`src/rtl/cache_refill_ctrl_pkg.sv`:
```
// Shared constants and the refill FSM encoding for the cache refill controller.
package cache_pkg;
  localparam int BLOCK_BITS  = 512;
  localparam int WORD_BITS   = 32;
  localparam int BEATS       = 16;
  localparam int TAG_BITS    = 25;
  localparam int OFFSET_BITS = 6;

  typedef enum logic [2:0] {
    IDLE,
    LOOKUP,
    REQ,
    FILL,
    WRITE,
    DONE
  } refill_state_t;
endpackage

```
`src/rtl/cache_refill_ctrl_buffer.sv`:
```
// Refill beat storage: 16 x 32-bit beats assembled into one 512-bit block.
// Beat 0 lands in bits [31:0]; beatCnt points at the next slot to fill.
module refill_buffer
  import cache_pkg::*;
(
  input  logic                  clk,
  input  logic                  reset,
  input  logic                  clr,
  input  logic                  we,
  input  logic [WORD_BITS-1:0]  din,
  output logic [3:0]            beatCnt,
  output logic [BLOCK_BITS-1:0] dout
);
  logic [BEATS-1:0][WORD_BITS-1:0] beats;

  // Store one beat per write enable; clear only rewinds the pointer.
  always_ff @(posedge clk or posedge reset) begin
    if (reset) begin
      beats   <= '0;
      beatCnt <= '0;
    end else if (clr) begin
      beatCnt <= '0;
    end else if (we) begin
      beats[beatCnt] <= din;
      beatCnt        <= beatCnt + 4'd1;
    end
  end

  assign dout = beats;
endmodule

```
`src/rtl/cache_refill_ctrl.sv`:
```
// Cache refill controller: lookup, burst refill of a 64-byte block, write
// into the cache, then replay the lookup.
// Optional watchdog: define REFILL_TIMEOUT_EN to abort a stalled refill after
// TIMEOUT_CYCLES cycles spent in REQ/FILL (memError + cpuReady pulse).
module cache_refill_ctrl
  import cache_pkg::*;
#(
  parameter int TIMEOUT_CYCLES = 255,
  parameter int BEAT_W         = 32
) (
  input  logic                  clk,
  input  logic                  reset,
  input  logic                  cpuReq,
  input  logic [31:0]           cpuAddr,
  output logic                  cpuReady,
  output logic [31:0]           cacheAddress,
  output logic                  DMread,
  input  logic                  cacheHit,
  output logic                  DMWrite,
  output logic [BLOCK_BITS-1:0] blockData,
  output logic [TAG_BITS-1:0]   tag,
  output logic                  valid,
  output logic                  memReq,
  output logic [31:0]           memAddress,
  input  logic                  memAck,
  input  logic                  memValid,
  input  logic [BEAT_W-1:0]     memData,
  output logic                  memError
);
  refill_state_t state, nextState;
  logic [31:0]   addrQ;
  logic [3:0]    beatCnt;
  logic          timeout;
  logic          bufClr, bufWe;

  assign bufClr = (state == REQ) && (nextState == FILL);
  assign bufWe  = (state == FILL) && memValid;

  refill_buffer uBuf (
    .clk     (clk),
    .reset   (reset),
    .clr     (bufClr),
    .we      (bufWe),
    .din     (memData),
    .beatCnt (beatCnt),
    .dout    (blockData)
  );

`ifdef REFILL_TIMEOUT_EN
  logic [15:0] toCnt;

  assign timeout = ((state == REQ) || (state == FILL)) &&
                   (toCnt == 16'(TIMEOUT_CYCLES - 1));

  // Watchdog: restart on entry to REQ, count every REQ/FILL cycle.
  always_ff @(posedge clk or posedge reset) begin
    if (reset)
      toCnt <= '0;
    else if ((state != REQ) && (nextState == REQ))
      toCnt <= '0;
    else if ((state == REQ) || (state == FILL))
      toCnt <= toCnt + 16'd1;
  end

  // Abort strobe rides alongside the cpuReady that ends the access.
  always_ff @(posedge clk or posedge reset) begin
    if (reset) memError <= 1'b0;
    else       memError <= timeout;
  end
`else
  assign timeout  = 1'b0;
  assign memError = 1'b0;
`endif

  // State register.
  always_ff @(posedge clk or posedge reset) begin
    if (reset) state <= IDLE;
    else       state <= nextState;
  end

  // Next-state logic; a watchdog abort overrides the normal refill flow.
  always_comb begin
    nextState = state;
    case (state)
      IDLE:    if (cpuReq) nextState = LOOKUP;
      LOOKUP:  nextState = cacheHit ? DONE : REQ;
      REQ:     if (memAck) nextState = FILL;
      FILL:    if (memValid && (beatCnt == 4'd15)) nextState = WRITE;
      WRITE:   nextState = LOOKUP;
      DONE:    nextState = IDLE;
      default: nextState = IDLE;
    endcase
    if (timeout) nextState = IDLE;
  end

  // Address latch: only a request seen in IDLE is taken.
  always_ff @(posedge clk or posedge reset) begin
    if (reset)                        addrQ <= '0;
    else if ((state == IDLE) && cpuReq) addrQ <= cpuAddr;
  end

  // Registered strobes; cpuReady trails DONE by one cycle to give the
  // three-edge hit latency.
  always_ff @(posedge clk or posedge reset) begin
    if (reset) begin
      DMread   <= 1'b0;
      DMWrite  <= 1'b0;
      memReq   <= 1'b0;
      valid    <= 1'b0;
      cpuReady <= 1'b0;
      tag      <= '0;
    end else begin
      DMread   <= (nextState == LOOKUP);
      DMWrite  <= (nextState == WRITE);
      memReq   <= (nextState == REQ);
      valid    <= (nextState == WRITE);
      cpuReady <= (state == DONE) || timeout;
      if (nextState == WRITE) tag <= addrQ[31:7];
    end
  end

  assign cacheAddress = addrQ;
  assign memAddress   = memReq ? {addrQ[31:OFFSET_BITS], {OFFSET_BITS{1'b0}}} : '0;
endmodule

```
`config.mk`:
```
export PLATFORM = sky130hd
export DESIGN_NAME = cache_refill_ctrl
export DESIGN_NICKNAME = d
export VERILOG_FILES = /design/src/rtl/cache_refill_ctrl_pkg.sv /design/src/rtl/cache_refill_ctrl_buffer.sv /design/src/rtl/cache_refill_ctrl.sv
export SDC_FILE = /design/constraint.sdc
export NUM_CORES = 1
export LEC_CHECK = 0
export BUFFER_PORTS_ARGS = -buffer_cell sky130_fd_sc_hd__buf_2
export CORE_AREA = 2 2 264 266
export DETAILED_ROUTE_END_ITERATION = 10
export DIE_AREA = 0 0 266 268
export GPL_ROUTABILITY_DRIVEN = 0
export PLACE_DENSITY = 0.52
export SYNTH_ARGS = -nofsm -noshare
export SYNTH_HDL_FRONTEND = slang
export SYNTH_SLANG_ARGS = --single-unit
```
`constraint.sdc`:
```
create_clock -name clk -period 28.6 [get_ports clk]
set_input_delay 4.29 -clock clk [delete_from_list [all_inputs] [get_ports clk]]
set_output_delay 4.29 -clock clk [all_outputs]
set_load 0.02 [all_outputs]
```
# Word level (Yosys, flattened, before mapping)
# Cells that the tools add are included.
[totals]
ff_bits = 580
in_bits = 70
word_cells = 57
[op_classes]
n_addsub = 1
order_cmp = 2
n_eq_ne = 10
n_mux = 11
n_bitwise = 1
n_reduce_logical = 8
[ops]
columns = ["op", "n"]
rows = [
  ["512-bit bitwise mux", 1],
  ["32-bit demux with 4-bit select", 1],
  ["32-bit 2-to-1 mux", 2],
  ["3-bit case mux with 5 select lines", 1],
  ["3-bit by 2-bit == test with 1-bit output (second input constant)", 4],
  ["3-bit 2-to-1 mux", 4],
  ["3-bit == test (second input constant)", 3],
  ["4-bit 2-to-1 mux", 2],
  ["3-bit by 1-bit == test with 1-bit output (second input constant)", 2],
  ["1-bit logical AND", 5],
  ["4-bit by 5-bit < comparator with 1-bit output (second input constant)", 1],
  ["4-bit by 1-bit adder with 4-bit output (second input constant)", 1],
  ["4-bit == test (second input constant)", 1],
  ["4-bit by 1-bit greater-or-equal comparator with 1-bit output (second input constant)", 1],
  ["3-bit logical NOT", 1],
  ["2-bit AND reduction", 1],
  ["2-bit nonzero test", 1],
  ["1-bit NOT", 1],
]

# Longest topological paths before layout
# Gate-level depths: netlist of run 1.
[depth]
depth_word = 8
ltp_mapped = 6
ltp_nobuf = 5

# Cells and area by module
# Synthesis of run 1 repeated with hierarchy kept, for this count alone.
[unflattened]
cells_unflattened = 1343
hier_area_um2 = 22288.9
[modules_own_cells]
columns = ["mod", "n_inst", "cells_each", "area_per_inst_um2"]
rows = [
  ["refill_buffer", 1, 1155, 19477.4],
  ["cache_refill_ctrl", 1, 188, 2811.4],
]

# Worst setup path before layout of run 1
# No wires, ideal clock.
[synth_path]
path_type = "input to register"
startpoint = "input port memValid"
endpoint = "register uBuf.beats (netlist bit uBuf.dout[20])"
setup_ns = 0.125
arrival_ns = 5.393
slack_ns = 23.083
stages = 6
n_path_buf = 2
cell_sequence = "nand3b_1 nor3_1 and2_1 clkbuf_1 buf_2 mux2_2"
[synth_between]
elab_chain_len = 7
elab_cells_between_ends = 8
[synth_lines]
columns = ["item", "line", "rtl"]
rows = [
  ["from (decl)", "cache_refill_ctrl.sv:26", "input logic memValid,"],
  ["1-bit logical AND", "cache_refill_ctrl.sv:88", "FILL: if (memValid && (beatCnt == 4'd15)) nextState = WRITE;"],
  ["3-bit 2-to-1 mux", "cache_refill_ctrl.sv:88", ""],
  ["3-bit case mux with 5 select lines", "cache_refill_ctrl.sv:84", "case (state)"],
  ["3-bit by 2-bit == test with 1-bit output", "cache_refill_ctrl.sv:36", "assign bufClr = (state == REQ) && (nextState == FILL);"],
  ["1-bit logical AND", "cache_refill_ctrl.sv:36", ""],
  ["1-bit NOT (no line)", "n/a", ""],
  ["2-bit AND reduction (no line) *", "n/a", ""],
  ["to (signal, indexed assignment)", "cache_refill_ctrl_buffer.sv:24", "beats[beatCnt] <= din;"],
  ["to (decl)", "cache_refill_ctrl_buffer.sv:14", "logic [BEATS-1:0][WORD_BITS-1:0] beats;"],
]
# Mark *: on every way between the ends. The rest lies on a longest branch, timed or not.
# A chain may end at the register's enable or synchronous reset.

# Worst setup path after layout of run 1
[layout_path]
startpoint = "register memReq"
endpoint = "output port memAddress[8]"
[layout_between]
elab_chain_len = 1
[layout_lines]
columns = ["item", "line", "rtl"]
rows = [
  ["from (decl)", "cache_refill_ctrl.sv:23", "output logic memReq,"],
  ["from (signal assigned)", "cache_refill_ctrl.sv:115", "memReq <= (nextState == REQ);"],
  ["32-bit 2-to-1 mux", "cache_refill_ctrl.sv:123", "assign memAddress = memReq ? {addrQ[31:OFFSET_BITS], {OFFSET_BITS{1'b0}}} : '0;"],
  ["to (decl)", "cache_refill_ctrl.sv:24", "output logic [31:0] memAddress,"],
]
# Every way passes these cells.

==> results of run 1 <==
-- metal layers --
metal | routed length [µm] | share of wire
met3 | 5460 | 0.079
met2 | 34600 | 0.50
met5 | 13 | 0.00019
met1 | 27100 | 0.39
met4 | 1970 | 0.028
-- report_power, final --
| part | internal [µW] | switching (µW) |
|---|---|---|
| combinational | 224 | 360 |
| sequential | 954 | 88.0 |
| clock | 515 | 348 |
| total | 1690 | 795 |
-- how the worst max path moves through the flow --
stage	startpoint	to	slack, ps
after global placement	reset	uBuf.dout[234]	21900
final	memReq	memAddress[8]	22510
after global routing	reset	uBuf.dout[237]	22160
after CTS	memReq	memAddress[8]	22390
after detailed placement	reset	uBuf.dout[170]	21830
after floorplan	reset	DMread	8080
-- kinds of logic (layout without fill, tap and decap cells) --
| family | Yosys count | in the layout | synth area share |
|---|---|---|---|
| simple gates | 72 | 72 | 0.0198 |
| compound gates | 6 | 6 | 0.00176 |
| xor+xnor | 2 | 2 | 0.000797 |
| fa+ha+maj | 4 | 4 | 0.00228 |
| other cells | 1 | 7 | 0.000171 |
| mux | 570 | 570 | 0.292 |
| buf+inv | 109 | 813 | 0.0232 |
| flops | 580 | 580 | 0.660 |
-- sequential cells by signal (all words and copies together), names as in the netlist --
register / flops
tag: 25
cpuReady: 1
uBuf.dout: 512
cacheAddress: 32
memReq: 1
state: 3
valid: 1
uBuf.beatCnt: 4
DMread: 1
-- cell type report --
| cell class | count | share of cell area |
|---|---|---|
| Clock inverter | 14 | 0.00709 |
| Sequential cell | 580 | 0.510 |
| Timing Repair Buffer | 685 | 0.123 |
| Clock buffer | 108 | 0.0722 |
| Multi-Input combinational cell | 661 | 0.247 |
| Inverter | 6 | 0.00106 |
| Tap cell | 882 | 0.0388 |
-- per-stage QoR --
stage	total power, µW	setup WS (ps)	instance area (µm²)	hold WS, ps
3_3_place_gp	1640	21900	26200	466
6_report	2490	22510	28400	485
2_1_floorplan	1400	8080	22000	530
4_1_cts	2530	22390	28400	488
3_5_place_dp	1650	21830	26200	474
5_1_grt	2600	22160	28400	493
-- cells in the final DEF, fill, tap and decap left out, types with 3 or more instances in the layout --
cell type	instances
and2_1	26
mux2_1	6
conb_1	7
nor2_1	9
clkbuf_16	69
clkbuf_8	18
clkinv_2	5
nand4b_1	4
clkbuf_1	21
buf_4	14
dfrtp_1	580
mux2_2	563
clkinv_8	3
nand2_2	7
buf_2	669
ha_1	4
nand4_1	3
inv_1	5
==> impl_metrics.csv, run 1 <==
group,metric,value,unit
outcome,run_status,"finished clean",
power_and_ir_drop,powerDensity,87.5,mW/mm²
setup_path,worstReg2RegEnd,"uBuf.dout[47]",
die,core-area,0.0682,mm²
timing,finClkSkew,33.7,ps
route,vias,13760,
die,die_x,266,µm
cts,cts_resized,0,
synthesis,synthDistinctLibCells,35,
die,start_util,0.322,
synthesis,syn-cell-area,0.0220,mm²
setup_path,cp-end-kind,"output pin",
placed_design,dp_hpwl,48000,µm
setup_path,critPathMaxStageDelay,810,ps
setup_path,cp_max_fo,27,
power_and_ir_drop,irDropWorstVdd,0.0521,mV
flow_run,cap_violations,0,
synthesis,syn_inst,1344,
grt,grt-ovfl-total,0,
layout,antenna_cells,0,
grt,grt_pass1_wl,100000,µm
grt,grt_start_max_net_pins,186,
placed_design,dp.cells,2814,
synthesis,synth-main-ff-cell,"dfrtp_1",
setup_path,path_depth,2,
setup_path,crit_required,24310,ps
cts,cts_setup_buffers,0,
timing,slew_headroom,0.232,
grt,antenna_found_initial,2,
setup_path,cp.arrival,1800,ps
synthesis,synth-async-reset-ratio,1.00,
cts,cts_sinks,580,
timing,drv_slew,0,
die,io_pins,677,
timing,setup_viol,0,
cts,cts_inserted_buffers,68,
layout,fillCellCount,6407,
synthesis,synth.area.top_cells,"dfrtp_1 66%, mux2_2 29%, buf_2 1.3%",
synthesis,synth_top_area_share,0.660,
route,drtIter0Drc,599,
cts,clkTransAtPathRegs,60,ps
setup_path,worstSetupStartpointType,"register",
grt,grtUsageMet1,0.226,
power_and_ir_drop,p_leak,0.0160,µW
route,firstDrtPassIters,4,
grt,grt_use_met2,0.325,
placed_design,portBuffers,669,
layout,multi_input_area,0.00704,mm²
timing,period_share,0.213,
synthesis,ys_ff_latch,580,
synthesis,synth-edff-count,0,
setup_path,critical_path_buf_inv_count,1,
synthesis,synth_warnings,0,
route,drt-wirelength-per-cell,23.5,µm
synthesis,synth_common_cells,"580 x dfrtp_1, 563 x mux2_2, 57 x buf_2, 37 x clkbuf_1, 28 x and2_1",
cts,root_buffer,"clkbuf_16",
timing,finalSetupTns,0,ps
route,drc,0,
setup_path,reg2reg_depth,5,
cts,clock_path_buffers,3,
die,rows,96,
die,fp.dieArea,0.0713,mm²
layout,final-instance-count-excl-fill,2936,
timing,grt_setup_unrepaired,"false",
setup_path,criticalPathCategory,"register to output pin",
hold_path,whs_endpoint,"uBuf.dout[25]",
setup_path,r2r_slack,25710,ps
route,vias_per_cell,4.69,
synthesis,yosysSeqAreaShare,0.660,
hold_path,holdCritStartpoint,"uBuf.dout[25]",
timing,fin_crit,6090,ps
cts,insertion_delay,600,ps
timing,finalHoldViolations,0,
timing,clock.fmax,164,MHz
grt,track_usage,0.190,
route,routed_wl,69100,µm
cts,cts_tree,"built",
grt,met3_usage,0.0614,
layout,fin_nets,2076,
setup_path,r2r-start,"state[1]",
hold_path,whs_path_depth,1,
synthesis,yosysMostFrequentCell,"dfrtp_1",
setup_path,cp_slowest_cell,"dfrtp_1",
layout,layout-drive-gt1-share,0.665,
cts,cts_max_level,3,
layout,area_growth,29.3,%
grt,top_usage_layer,"met2",
timing,tightestPinTransition,1150,ps
layout,seqCellArea,0.0145,mm²
synthesis,synth_top_area_cell,"dfrtp_1",
route,ant_nets,0,
die,fp.dieH,268,µm
grt,first_global_vias,14551,
layout,finish.utilization,0.417,
synthesis,syn_avg_cell_area,16.4,µm²
setup_path,critPathTopFamily,"flip-flops",
cts,hold_buffers,0,
setup_path,cp_cell_sequence,"and2_1 > buf_2",
hold_path,hold_path.class,"register to register",
Power figures use the tool's default switching activity.
==> run 2, diff against run 1 <==
Settings changed: CORE_AREA 2 2 264 266 to 2 2 265 267, DIE_AREA 0 0 266 268 to 0 0 267 269, PLACE_DENSITY 0.52 to 0.54.
Clock period 28.6 ns to 5.4 ns, I/O delays scaled along.
==> run 2 against run 1 <==
Net effect: utilization shrank 0.33 points; count of clock-buffer cells in the layout fell by 6; highest routed layer is now met4; clock skew shrank 18 ps.
==> impl_metrics.csv, run 2 (synthesis results as in run 1) <==
group,metric,value,unit
power_and_ir_drop,switching_share,0.316,
grt,grt-ovfl-total,0,
placed_design,dp_hpwl,48000,µm
setup_path,r2r_slack,2680,ps
cts,cts_max_level,3,
timing,finalHoldViolations,0,
layout,multi_input_area,0.00704,mm²
hold_path,hold_path.class,"primary input to async pin",
layout,fin_nets,2084,
cts,cts_sinks,580,
setup_path,cp_max_fo,27,
timing,tightestPinTransition,1140,ps
die,start_util,0.317,
setup_path,critPathTopFamily,"flip-flops",
placed_design,portBuffers,669,
placed_design,placed_area,0.0263,mm²
timing,grt_setup_unrepaired,"false",
route,firstDrtPassIters,4,
power_and_ir_drop,irDropWorstVdd,0.257,mV
route,routed_wl,69300,µm
setup_path,worstReg2RegEnd,"uBuf.dout[88]",
setup_path,cp_cell_sequence,"and2_1 > buf_2",
setup_path,reg2reg_depth,6,
power_and_ir_drop,clockPowerShare,0.353,
cts,root_buffer,"clkbuf_16",
timing,clock.fmax,367,MHz
die,fp.dieArea,0.0718,mm²
cts,cts_inserted_buffers,68,
power_and_ir_drop,p_sw,4190,µW
flow_run,cap_violations,0,
timing,drv_slew,0,
layout,area_growth,30.3,%
route,drc,0,
route,drtIter0Drc,618,
cts,clock_path_buffers,3,
power_and_ir_drop,powerDensity,464,mW/mm²
cts,cts_resized,0,
timing,setup_viol,0,
cts,insertion_delay,600,ps
layout,largest_reg_flops,512,
setup_path,cp-end-kind,"output pin",
route,ant_nets,0,
grt,first_global_vias,14614,
route,drt-wirelength-per-cell,23.1,µm
route,vias,13806,
timing,fin_crit,2720,ps
timing,slew_headroom,0.240,
grt,track_usage,0.189,
setup_path,worstSetupStartpointType,"register",
die,die_x,267,µm
power_and_ir_drop,p_int,9090,µW
layout,final_cell_mix,"669 x buf_2, 580 x dfrtp_1, 563 x mux2_2, 70 x clkbuf_16, 26 x and2_1",
die,rows,97,
setup_path,critical_path_buf_inv_count,1,
setup_path,cp.arrival,1910,ps
cts,cts_setup_buffers,0,
setup_path,critPathMaxStageDelay,910,ps
layout,layout-drive-gt1-share,0.667,
die,core-area,0.0693,mm²
setup_path,cp_slowest_cell,"dfrtp_1",
grt,grt_pass1_wl,99800,µm
die,io_pins,677,
layout,fillCellCount,6491,
power_and_ir_drop,pwr-share-seq,0.417,
power_and_ir_drop,combPwrFrac,0.230,
power_and_ir_drop,power.total,13300,µW
layout,mostFrequentLayoutCell,"buf_2",
grt,grt_start_max_net_pins,160,
die,fp.dieH,269,µm
cts,hold_buffers,0,
grt,antenna_found_initial,7,
outcome,run_status,"finished clean",
layout,seqCellArea,0.0145,mm²
setup_path,r2r-start,"uBuf.beatCnt[0]",
cts,clkTransAtPathRegs,60,ps
setup_path,criticalPathCategory,"register to output pin",
route,vias_per_cell,4.60,
timing,period_share,0.504,
layout,design_area,0.0287,mm²
setup_path,crit_required,4590,ps
cts,cts_tree,"built",
power_and_ir_drop,p_leak,0.0161,µW
timing,finClkSkew,16.1,ps
[run 2: cell types whose count changed in the layout (fill, tap and decap cells not counted), sizes merged]
cell | before | now
clkinvlp | 0 | 2
diode | 0 | 3
bufinv | 2 | 5
inv | 9 | 7
buf | 685 | 693
clkbuf | 108 | 102
[run 2: worst register-to-register path: cells and delay by family, from the launching register on]
family / cells / cell delay [ps]
fa+ha+maj: 1 / 210
buf+inv: 2 / 680
flops: 1 / 430
mux: 1 / 320
simple gates: 2 / 960
[run 2: cell type report]
class                   instances  area share
flip-flops and latches        580       0.507
inverters                       6    0.000917
clock buffers                 102      0.0706
well taps                     940      0.0410
diodes                          3    0.000262
clock inverters                17      0.0102
multi-input cells             661       0.246
repair buffers                693       0.125
[run 2: worst max path at each step]
stage | slack [ps] | cells after the start | end | startpoint
final | 2680 | 2 | memAddress[22] | memReq
after global routing | 2490 | 6 | uBuf.dout[76] | uBuf.beatCnt[0]
after CTS | 2610 | 6 | uBuf.dout[76] | uBuf.beatCnt[0]
after detailed placement | 2440 | 5 | uBuf.dout[88] | memValid
after global placement | 2450 | 5 | uBuf.dout[218] | memValid
after floorplan | -3310 | 1 | DMread | reset
[run 2: metrics by stage]
step	instances	setup TNS (ps)	setup WS, ps	util	hold WS (ps)
after floorplan	1350	-1921820	-3310	-	530
after global placement	2880	0	2450	0.380	467
after detailed placement	2880	0	2440	0.380	469
after CTS	2999	0	2610	0.413	315
after global routing	3001	0	2490	0.413	369
final	3002	0	2680	0.413	343
[run 2: power by group through the flow]
| stage | Combinational, µW | Clock, µW | Sequential (µW) |
|---|---|---|---|
| 5_1_grt | 3250 | 5000 | 5630 |
| 3_3_place_gp | 3060 | 0 | 5580 |
| 4_1_cts | 3110 | 4830 | 5530 |
| 6_report | 3060 | 4690 | 5530 |
| 2_1_floorplan | 1090 | 0 | 6340 |
| 3_5_place_dp | 3100 | 0 | 5600 |
[run 2: metal layers]
layer | GRT usage | up-vias | wire [µm]
li1 | - | 6040 | -
met1 | 0.228 | 7236 | 27900
met2 | 0.325 | 415 | 34900
met3 | 0.0498 | 115 | 4460
met4 | 0.0650 | 0 | 2000
met5 | 0 | - | 0
